$ cat src/rtl/spec_carry_pkg.sv
// Shared definitions for the speculative carry corrector: state encoding,
// default geometry and the segment-count derivation.
package spec_carry_pkg;

  typedef enum logic [1:0] {
    S_IDLE = 2'd0,
    S_EVAL = 2'd1,
    S_FIX  = 2'd2,
    S_HOLD = 2'd3
  } state_t;

  localparam int WIDTH_DEF = 16;
  localparam int SEG_DEF   = 4;
  localparam int CNT_W_DEF = 16;

  function automatic int nseg_f(input int width, input int seg);
    return width / seg;
  endfunction

endpackage

$ cat src/rtl/spec_carry_corrector_seg_add.sv
// SEG-bit ripple adder used both for the parallel speculative row and for
// the shared segment-serial repair path.
module seg_add
  import spec_carry_pkg::*;
#(
  parameter int SEG = SEG_DEF
) (
  input  logic [SEG-1:0] x,
  input  logic [SEG-1:0] y,
  input  logic           ci,
  output logic [SEG-1:0] s,
  output logic           co
);

  assign {co, s} = {1'b0, x} + {1'b0, y} + {{SEG{1'b0}}, ci};

endmodule

$ cat src/rtl/spec_carry_corrector.sv
// Speculative segmented adder back end: forms the sum from the sel_unit carry
// guesses, flags mis-speculation and optionally repairs it one segment per cycle.
module spec_carry_corrector
  import spec_carry_pkg::*;
#(
  parameter int WIDTH = WIDTH_DEF,
  parameter int SEG   = SEG_DEF,
  parameter int CNT_W = CNT_W_DEF
) (
  input  logic                          clk,
  input  logic                          rst_n,
  input  logic                          in_valid,
  output logic                          in_ready,
  input  logic [WIDTH-1:0]              a,
  input  logic [WIDTH-1:0]              b,
  input  logic                          cin,
  input  logic [nseg_f(WIDTH, SEG)-2:0] sel,
  input  logic                          exact_en,
  output logic                          out_valid,
  input  logic                          out_ready,
  output logic [WIDTH-1:0]              sum,
  output logic                          cout,
  output logic                          err,
  input  logic                          cnt_clr,
  output logic [CNT_W-1:0]              err_cnt
);

  localparam int NSEG = nseg_f(WIDTH, SEG);
  localparam int KW   = (NSEG > 2) ? $clog2(NSEG) : 1;
  localparam logic [KW-1:0]    K_LAST  = KW'(NSEG - 1);
  localparam logic [CNT_W-1:0] CNT_MAX = {CNT_W{1'b1}};

  state_t            state_q, state_d;
  logic [WIDTH-1:0]  a_q, a_d;
  logic [WIDTH-1:0]  b_q, b_d;
  logic              cin_q, cin_d;
  logic [NSEG-2:0]   sel_q, sel_d;
  logic              exact_q, exact_d;
  logic [WIDTH-1:0]  sum_q, sum_d;
  logic              cout_q, cout_d;
  logic              err_q, err_d;
  logic [KW-1:0]     k_q, k_d;
  logic              cr_q, cr_d;
  logic [CNT_W-1:0]  err_cnt_q, err_cnt_d;
  logic              in_ready_q, in_ready_d;
  logic              out_valid_q, out_valid_d;

  logic [WIDTH-1:0]  spec_sum_s;
  logic [NSEG-1:0]   co_s;
  logic [NSEG-1:0]   mis_s;
  logic              mis_any_s;
  logic [KW-1:0]     k_first_s;
  logic              cr_first_s;
  logic [SEG-1:0]    fix_x_s;
  logic [SEG-1:0]    fix_y_s;
  logic [SEG-1:0]    fix_s_s;
  logic              fix_co_s;

  // Speculative row: segment 0 takes the true cin, the rest take their sel guess.
  for (genvar g = 0; g < NSEG; g++) begin : g_seg
    logic ci_s;
    if (g == 0) begin : g_lo
      assign ci_s = cin_q;
    end else begin : g_hi
      assign ci_s = sel_q[g-1];
    end
    seg_add #(.SEG(SEG)) u_seg (
      .x  (a_q[g*SEG +: SEG]),
      .y  (b_q[g*SEG +: SEG]),
      .ci (ci_s),
      .s  (spec_sum_s[g*SEG +: SEG]),
      .co (co_s[g])
    );
  end

  // Mis-speculation vector and the lowest wrong segment with its true carry-in.
  always_comb begin
    mis_s      = '0;
    k_first_s  = '0;
    cr_first_s = 1'b0;
    for (int j = NSEG - 1; j >= 1; j--) begin
      mis_s[j] = (co_s[j-1] != sel_q[j-1]);
      if (mis_s[j]) begin
        k_first_s  = KW'(j);
        cr_first_s = co_s[j-1];
      end else begin
        k_first_s  = k_first_s;
        cr_first_s = cr_first_s;
      end
    end
    mis_any_s = |mis_s;
  end

  // Operand slice for the single shared repair adder.
  always_comb begin
    fix_x_s = a_q[SEG*int'(k_q) +: SEG];
    fix_y_s = b_q[SEG*int'(k_q) +: SEG];
  end

  seg_add #(.SEG(SEG)) u_fix (
    .x  (fix_x_s),
    .y  (fix_y_s),
    .ci (cr_q),
    .s  (fix_s_s),
    .co (fix_co_s)
  );

  // Next-state, datapath and counter update.
  always_comb begin
    state_d   = state_q;
    a_d       = a_q;
    b_d       = b_q;
    cin_d     = cin_q;
    sel_d     = sel_q;
    exact_d   = exact_q;
    sum_d     = sum_q;
    cout_d    = cout_q;
    err_d     = err_q;
    k_d       = k_q;
    cr_d      = cr_q;
    err_cnt_d = err_cnt_q;
    case (state_q)
      S_IDLE: begin
        if (in_valid) begin
          a_d     = a;
          b_d     = b;
          cin_d   = cin;
          sel_d   = sel;
          exact_d = exact_en;
          state_d = S_EVAL;
        end else begin
          state_d = S_IDLE;
        end
      end
      S_EVAL: begin
        sum_d = spec_sum_s;
        if (!mis_any_s || !exact_q) begin
          cout_d  = co_s[NSEG-1];
          err_d   = mis_any_s;
          state_d = S_HOLD;
        end else begin
          err_d   = 1'b1;
          k_d     = k_first_s;
          cr_d    = cr_first_s;
          state_d = S_FIX;
        end
      end
      S_FIX: begin
        sum_d[SEG*int'(k_q) +: SEG] = fix_s_s;
        cr_d = fix_co_s;
        if (k_q == K_LAST) begin
          cout_d  = fix_co_s;
          state_d = S_HOLD;
        end else begin
          k_d = k_q + KW'(1);
        end
      end
      S_HOLD: begin
        if (out_ready) begin
          state_d = S_IDLE;
        end else begin
          state_d = S_HOLD;
        end
      end
      default: state_d = S_IDLE;
    endcase

    // A clear issued on an increment edge takes priority.
    if (cnt_clr) begin
      err_cnt_d = '0;
    end else if (state_q == S_EVAL && mis_any_s && err_cnt_q != CNT_MAX) begin
      err_cnt_d = err_cnt_q + CNT_W'(1);
    end else begin
      err_cnt_d = err_cnt_q;
    end

    in_ready_d  = (state_d == S_IDLE);
    out_valid_d = (state_d == S_HOLD);
  end

  // State and output registers.
  always_ff @(posedge clk or negedge rst_n) begin
    if (!rst_n) begin
      state_q     <= S_IDLE;
      a_q         <= '0;
      b_q         <= '0;
      cin_q       <= 1'b0;
      sel_q       <= '0;
      exact_q     <= 1'b0;
      sum_q       <= '0;
      cout_q      <= 1'b0;
      err_q       <= 1'b0;
      k_q         <= '0;
      cr_q        <= 1'b0;
      err_cnt_q   <= '0;
      in_ready_q  <= 1'b1;
      out_valid_q <= 1'b0;
    end else begin
      state_q     <= state_d;
      a_q         <= a_d;
      b_q         <= b_d;
      cin_q       <= cin_d;
      sel_q       <= sel_d;
      exact_q     <= exact_d;
      sum_q       <= sum_d;
      cout_q      <= cout_d;
      err_q       <= err_d;
      k_q         <= k_d;
      cr_q        <= cr_d;
      err_cnt_q   <= err_cnt_d;
      in_ready_q  <= in_ready_d;
      out_valid_q <= out_valid_d;
    end
  end

  assign in_ready  = in_ready_q;
  assign out_valid = out_valid_q;
  assign sum       = sum_q;
  assign cout      = cout_q;
  assign err       = err_q;
  assign err_cnt   = err_cnt_q;

endmodule

$ cat config.mk
export PLATFORM = sky130hd
export DESIGN_NAME = spec_carry_corrector
export DESIGN_NICKNAME = d
export VERILOG_FILES = /design/src/rtl/spec_carry_pkg.sv /design/src/rtl/spec_carry_corrector_seg_add.sv /design/src/rtl/spec_carry_corrector.sv
export SDC_FILE = /design/constraint.sdc
export NUM_CORES = 1
export LEC_CHECK = 0
export ABC_AREA = 1
export BUFFER_PORTS_ARGS = -buffer_cell sky130_fd_sc_hd__buf_2
export CAP_MARGIN = 0
export CORE_ASPECT_RATIO = 1.2
export CORE_MARGIN = 5
export CORE_UTILIZATION = 51
export DETAILED_ROUTE_END_ITERATION = 7
export PLACE_DENSITY = 0.75
export SYNTH_ARGS = -nofsm -noshare
export SYNTH_HDL_FRONTEND = slang
export SYNTH_SLANG_ARGS = --single-unit
$ cat constraint.sdc
create_clock -name clk -period 3.15 [get_ports clk]
set_input_delay 0.63 -clock clk [delete_from_list [all_inputs] [get_ports clk]]
set_output_delay 0.63 -clock clk [all_outputs]
set_load 0.1 [all_outputs]
; ---- Yosys cells after proc, flatten, opt, wreduce, memory -nomap -nowiden
; Cells that the tools add are included.
[totals]
regBits = 78
out_inout_bits = 36
wordCells = 82
[op_classes]
add_sub_neg = 13
n_eq_ne = 13
shifts = 4
n_mux = 24
n_reduce_logical = 14
[op_table]
columns = cell, n
row1 = $neg 4->33, 1
row2 = $shift 4x33->16 const A, 1
row3 = $shiftx 4x33->16, 1
row4 = $mux 16, 2
row5 = $pmux 16 s2, 1
row6 = $shiftx 16x5->4, 2
row7 = $add 4x4->5, 5
row8 = $add 5x1->5, 5
row9 = $add 16x1->16 const B, 1
row10 = $bwmux 16, 1
row11 = $ne 16x16->1 const B, 1
row12 = $mux 2, 7
row13 = $mux 1, 9
row14 = $eq 2x2->1 const B, 4
row15 = $ne 2x2->1 const B, 4
row16 = $pmux 2 s4, 1
row17 = $reduce_and 3->1, 2
row18 = $logic_not 2->1, 2
row19 = $pmux 1 s2, 2
row20 = $pmux 2 s2, 1
row21 = $reduce_and 2->1, 2
row22 = $reduce_bool 2->1, 2
row23 = $ne 1x1->1, 3
row24 = $reduce_or 3->1, 1
row25 = other kinds (5), 7

; ---- Longest topological paths before layout
[depth]
ltp_word = 9
depth_mapped = 15
depth_no_buf = 14

; ---- By module
; A second synthesis with hierarchy kept.
[hier_totals]
hier_cells = 608
area_unflattened_um2 = 5004.8
[by_module_without_submodules]
columns = mod, n_inst, cells_each, area_each_um2
row1 = spec_carry_corrector, 1, 483, 4179.0
row2 = seg_add, 5, 25, 165.2

; ---- Worst setup path before layout
; OpenSTA, ideal clock, no wires.
[synth_path]
path_kind = reg-to-reg
start = reg k_q[0]
end = reg sum_q[13] (netlist: sum[13])
arrival_ns = 2.466
slack_ns = 0.602
stages_incl_launch_ff = 12
path_buffers = 2
path_cell_list = dfrtp_1 -> clkbuf_1 -> clkinv_1 -> clkbuf_1 -> a21oi_1 -> a21oi_1 -> fa_1 -> inv_1 -> fa_1 -> nor2_1 -> nand3_1 -> a31oi_1
[synth_between]
elab_chain_len = 6
word_cells_on_any_way = 9
[synth_rtl]
columns = element, line_no
row1 = "start, declared", spec_carry_corrector.sv:42  ; logic [KW-1:0] k_q, k_d;
row2 = "start signal, assigned", spec_carry_corrector.sv:208  ; k_q <= k_d;
row3 = $shiftx 16x5->4 (on tied branches), "spec_carry_corrector.sv:96, spec_carry_corrector.sv:97"
row4 = $add 4x4->5, spec_carry_corrector_seg_add.sv:15  ; assign {co, s} = {1'b0, x} + {1'b0, y} + {{SEG{1'b0}}, ci};
row5 = $add 5x1->5, spec_carry_corrector_seg_add.sv:15
row6 = $shiftx 4x33->16, spec_carry_corrector.sv:149  ; sum_d[SEG*int'(k_q) +: SEG] = fix_s_s;
row7 = $bwmux 16 (*), spec_carry_corrector.sv:149
row8 = $pmux 16 s2 (*), spec_carry_corrector.sv:122  ; case (state_q)
row9 = "end signal, assigned", spec_carry_corrector.sv:205  ; sum_q <= sum_d;
row10 = "end, declared", spec_carry_corrector.sv:39  ; logic [WIDTH-1:0] sum_q, sum_d;
; Mark *: on every way between the ends. The rest lies on a longest branch, timed or not.
; A chain may end at the register's enable or synchronous reset.

; ---- Final worst setup path
[layout_path]
start = reg a_q[8]
end = reg err_cnt_q[7] (netlist: err_cnt[7])
[layout_between]
elab_chain_len = 7
[layout_rtl]
columns = element, line_no
row1 = "start, declared", spec_carry_corrector.sv:34  ; logic [WIDTH-1:0] a_q, a_d;
row2 = "start signal, assigned", spec_carry_corrector.sv:185  ; a_q <= '0;
row3 = "start signal, assigned", spec_carry_corrector.sv:200  ; a_q <= a_d;
row4 = $add 4x4->5, spec_carry_corrector_seg_add.sv:15
row5 = $add 5x1->5, spec_carry_corrector_seg_add.sv:15
row6 = $ne 1x1->1, spec_carry_corrector.sv:82  ; mis_s[j] = (co_s[j-1] != sel_q[j-1]);
row7 = $reduce_or 3->1, spec_carry_corrector.sv:91  ; mis_any_s = |mis_s;
row8 = $logic_and 1x1->1 (2 in a row), spec_carry_corrector.sv:171  ; end else if (state_q == S_EVAL && mis_any_s && err_cnt_q != CNT_MAX) begin
row9 = $reduce_bool 2->1 (no line), --
row10 = "end signal, assigned", spec_carry_corrector.sv:210  ; err_cnt_q <= err_cnt_d;
row11 = "end, declared", spec_carry_corrector.sv:44  ; logic [CNT_W-1:0] err_cnt_q, err_cnt_d;
; Every way passes these cells.

==> reports/results.ini <==
[outcome]
status = completed

[timing]
hold_viol = 0
finClkSkew_ps = 4.42
slew_headroom_pct = 35.7
finalCritPeriodShare_pct = 88.3
slew_viol_final = 0
setup_viol = 0
max_freq_mhz = 359
fin_setup_tns_ps = 0
rsz0062_at_grt = false
worst_pin_slew_ps = 965
final.min_clock_period_ps = 2780

[route]
drt_wl_total_mm = 12.4
firstDrtPassIters = 5
drt_iter0_markers = 222
num_vias = 4348
postRouteAntennaNets = 0
post-route-drc-count = 0
wl_per_cell_um = 15.5
vias_per_cell = 5.46

[logic_synthesis]
async_reset_ff_share_pct = 100
synth_nets = 672
synthTopCellsByCount = nand2_1 (114), nor2_1 (88), dfrtp_1 (77)
synth_area_leaders = dfrtp_1 (40%), nand2_1 (8.8%), nor2_1 (6.8%), ha_1 (6.7%), inv_1 (4.9%)
synthFlopType = dfrtp_1
synth_top_family_by_area = simple AND/OR/NAND/NOR gates
ys_types = 41
synth_top_area_share_pct = 39.8
synth_mux_area_share_pct = 4.42
synth_top_cell_by_area = dfrtp_1
synth_edf_count = 0
synthesis.area_mm2 = 0.00484
yosysSeqAreaShare_pct = 40.3
synth-compound-area-share_pct = 10.9
yosysWarnings = 0
syn-instance-count = 594
synthSimpleGateAreaFrac_pct = 24.2
synth_xor_xnor_area_share_pct = 2.53
synthAdderAreaFrac_pct = 10.9
synth_area_per_cell_um2 = 8.15
ys_ff_latch = 78
synth_most_common_cell = nand2_1

[global_route]
grt_max_degree = 79
grt_antenna_before_repair = 0
grt_usage_pct = 22.1
grt-ovfl-total = 0
grt_pass1_wl_mm = 20.2
grt_pass1_vias = 4344

[worst_setup_path]
cp-start-kind = register
timing.rr.start = a_q[8]$_DFFE_PN0P_
path_class = reg2reg
reg2regPathDepth = 12
required_ps = 3420
critical_path_peak_fanout = 17
worstSetupEndpointType = register
reg2reg_to = err_cnt[7]$_DFFE_PN0P_
ff2ff_setup_slack_ps = 370
arrival_ps = 3050

[cts]
cts-root-buf = clkbuf_16
cts_hold_buf = 0
postCtsSetupBuffers = 0
htreeDepth = 3
cts_sinks = 78
cts_buffers = 9
cts_tree = built
cts.clk_slew.worst_paths_ps = 50
clockBufferDepth = 2
clkLatencyLatePin_ps = 330
ctsResizeCount = 0

[die]
die-area_mm2 = 0.0116
num_io_pins = 78
initial_core_util_pct = 51.4
die_w_um = 99.0
coreArea_mm2 = 0.00942
die_h_um = 117
rows = 39

[placement]
gp_congestion = 0.946
port_buffers = 77
hpwl_mm = 9.59

[run]
maxCapViolations = 0

[layout]
drive_above_1_share_pct = 19.1
nNetsFinal = 747
num-fill-cells = 874
n_antenna_cell = 0
syn_to_final_growth_pct = 15.8

[min_path]
hold_class = in2async

==> through the flow <==
step	util (%)	instance area, um^2	hold WS (ps)	instances	setup WS [ps]
floorplan	-	4840	334	594	602
global placement	56.7	5340	478	781	491
detailed placement	56.7	5340	499	781	375
CTS	59.5	5610	499	797	358
global route	59.5	5610	521	797	134
finish	59.5	5610	457	797	368
==> cells in the final DEF, fill, tap and decap left out, types with 2 or more instances in the layout <==
cell type / count
or2_2: 2
o22ai_1: 5
dfrtp_1: 77
nor2_1: 88
buf_2: 76
o21a_1: 3
nand2_2: 2
nand4_1: 7
clkbuf_16: 9
o21ai_0: 23
a21oi_1: 44
nand4_2: 2
mux2_2: 19
nand2_1: 113
xnor2_1: 4
xor2_1: 10
nand3_2: 3
ha_1: 26
nand3_1: 39
buf_4: 7
clkbuf_1: 5
o22a_1: 2
inv_1: 63
nor3_1: 6
a32oi_1: 3
nand2_4: 2
a31oi_1: 9
fa_1: 10
==> cells by family after synthesis <==
group                      Yosys count
adders and majority gates           36
DFF                                 78
buffers and inverters               83
muxes                               19
and+or+nand+nor                    270
AOI/OAI and AO/OA                   94
xor gates and xnor gates            14
==> worst max-delay path: stages (launching register included) <==
cell and delay [ps]:
dfrtp_1 340, inv_1 80, fa_1 470, fa_1 430
o31ai_1 290, ha_1 300, nand3_2 120, nor2_2 60
nor2_4 160, nand2_4 160, nand2_4 170, nand2_1 80
nand2_1 60
==> final cells by class <==
type	instances	area (um^2)	share of cell area, %
clock buffer	15	258	4.60
clock inverter	1	5.00	0.0893
inverter	64	240	4.29
multi-input combinational	433	2560	45.7
sequential	78	1950	34.8
tap	123	154	2.75
timing repair buffer	83	433	7.72
==> sequential cells by signal, summed over array words and instances, names as in the netlist <==
signal / flops
a_q: 16
b_q: 16
cin_q: 1
cout: 1
cr_q: 1
err: 1
err_cnt: 16
exact_q: 1
in_ready: 1
k_q: 2
out_valid: 1
sel_q: 3
state_q: 2
sum: 16
==> layer usage <==
| metal | global-route usage (%) | share of wire (%) | vias to the layer above |
|---|---|---|---|
| met2 | 39.8 | 52 | 148 |
| met3 | 4.36 | 5.3 | 34 |
| met1 | 25.0 | 39 | 2071 |
| met5 | 0 | 0 | - |
| li1 | - | - | 2095 |
| met4 | 11.3 | 3.7 | 0 |
==> worst max-delay path by stage <==
stage | from | endpoint | slack, ps | depth (start not counted)
floorplan | k_q[0]$_DFFE_PN0P_ | sum[13]$_DFFE_PN0P_ | 600 | 11
global placement | a_q[8]$_DFFE_PN0P_ | err_cnt[10]$_DFFE_PN0P_ | 490 | 12
detailed placement | a_q[8]$_DFFE_PN0P_ | err_cnt[7]$_DFFE_PN0P_ | 370 | 12
CTS | a_q[8]$_DFFE_PN0P_ | err_cnt[7]$_DFFE_PN0P_ | 360 | 12
global route | a_q[8]$_DFFE_PN0P_ | err_cnt[7]$_DFFE_PN0P_ | 130 | 12
finish | a_q[8]$_DFFE_PN0P_ | err_cnt[7]$_DFFE_PN0P_ | 370 | 12
Power is not shown: default switching activity piles up to over one toggle a cycle in this logic, so the estimate is an artifact.
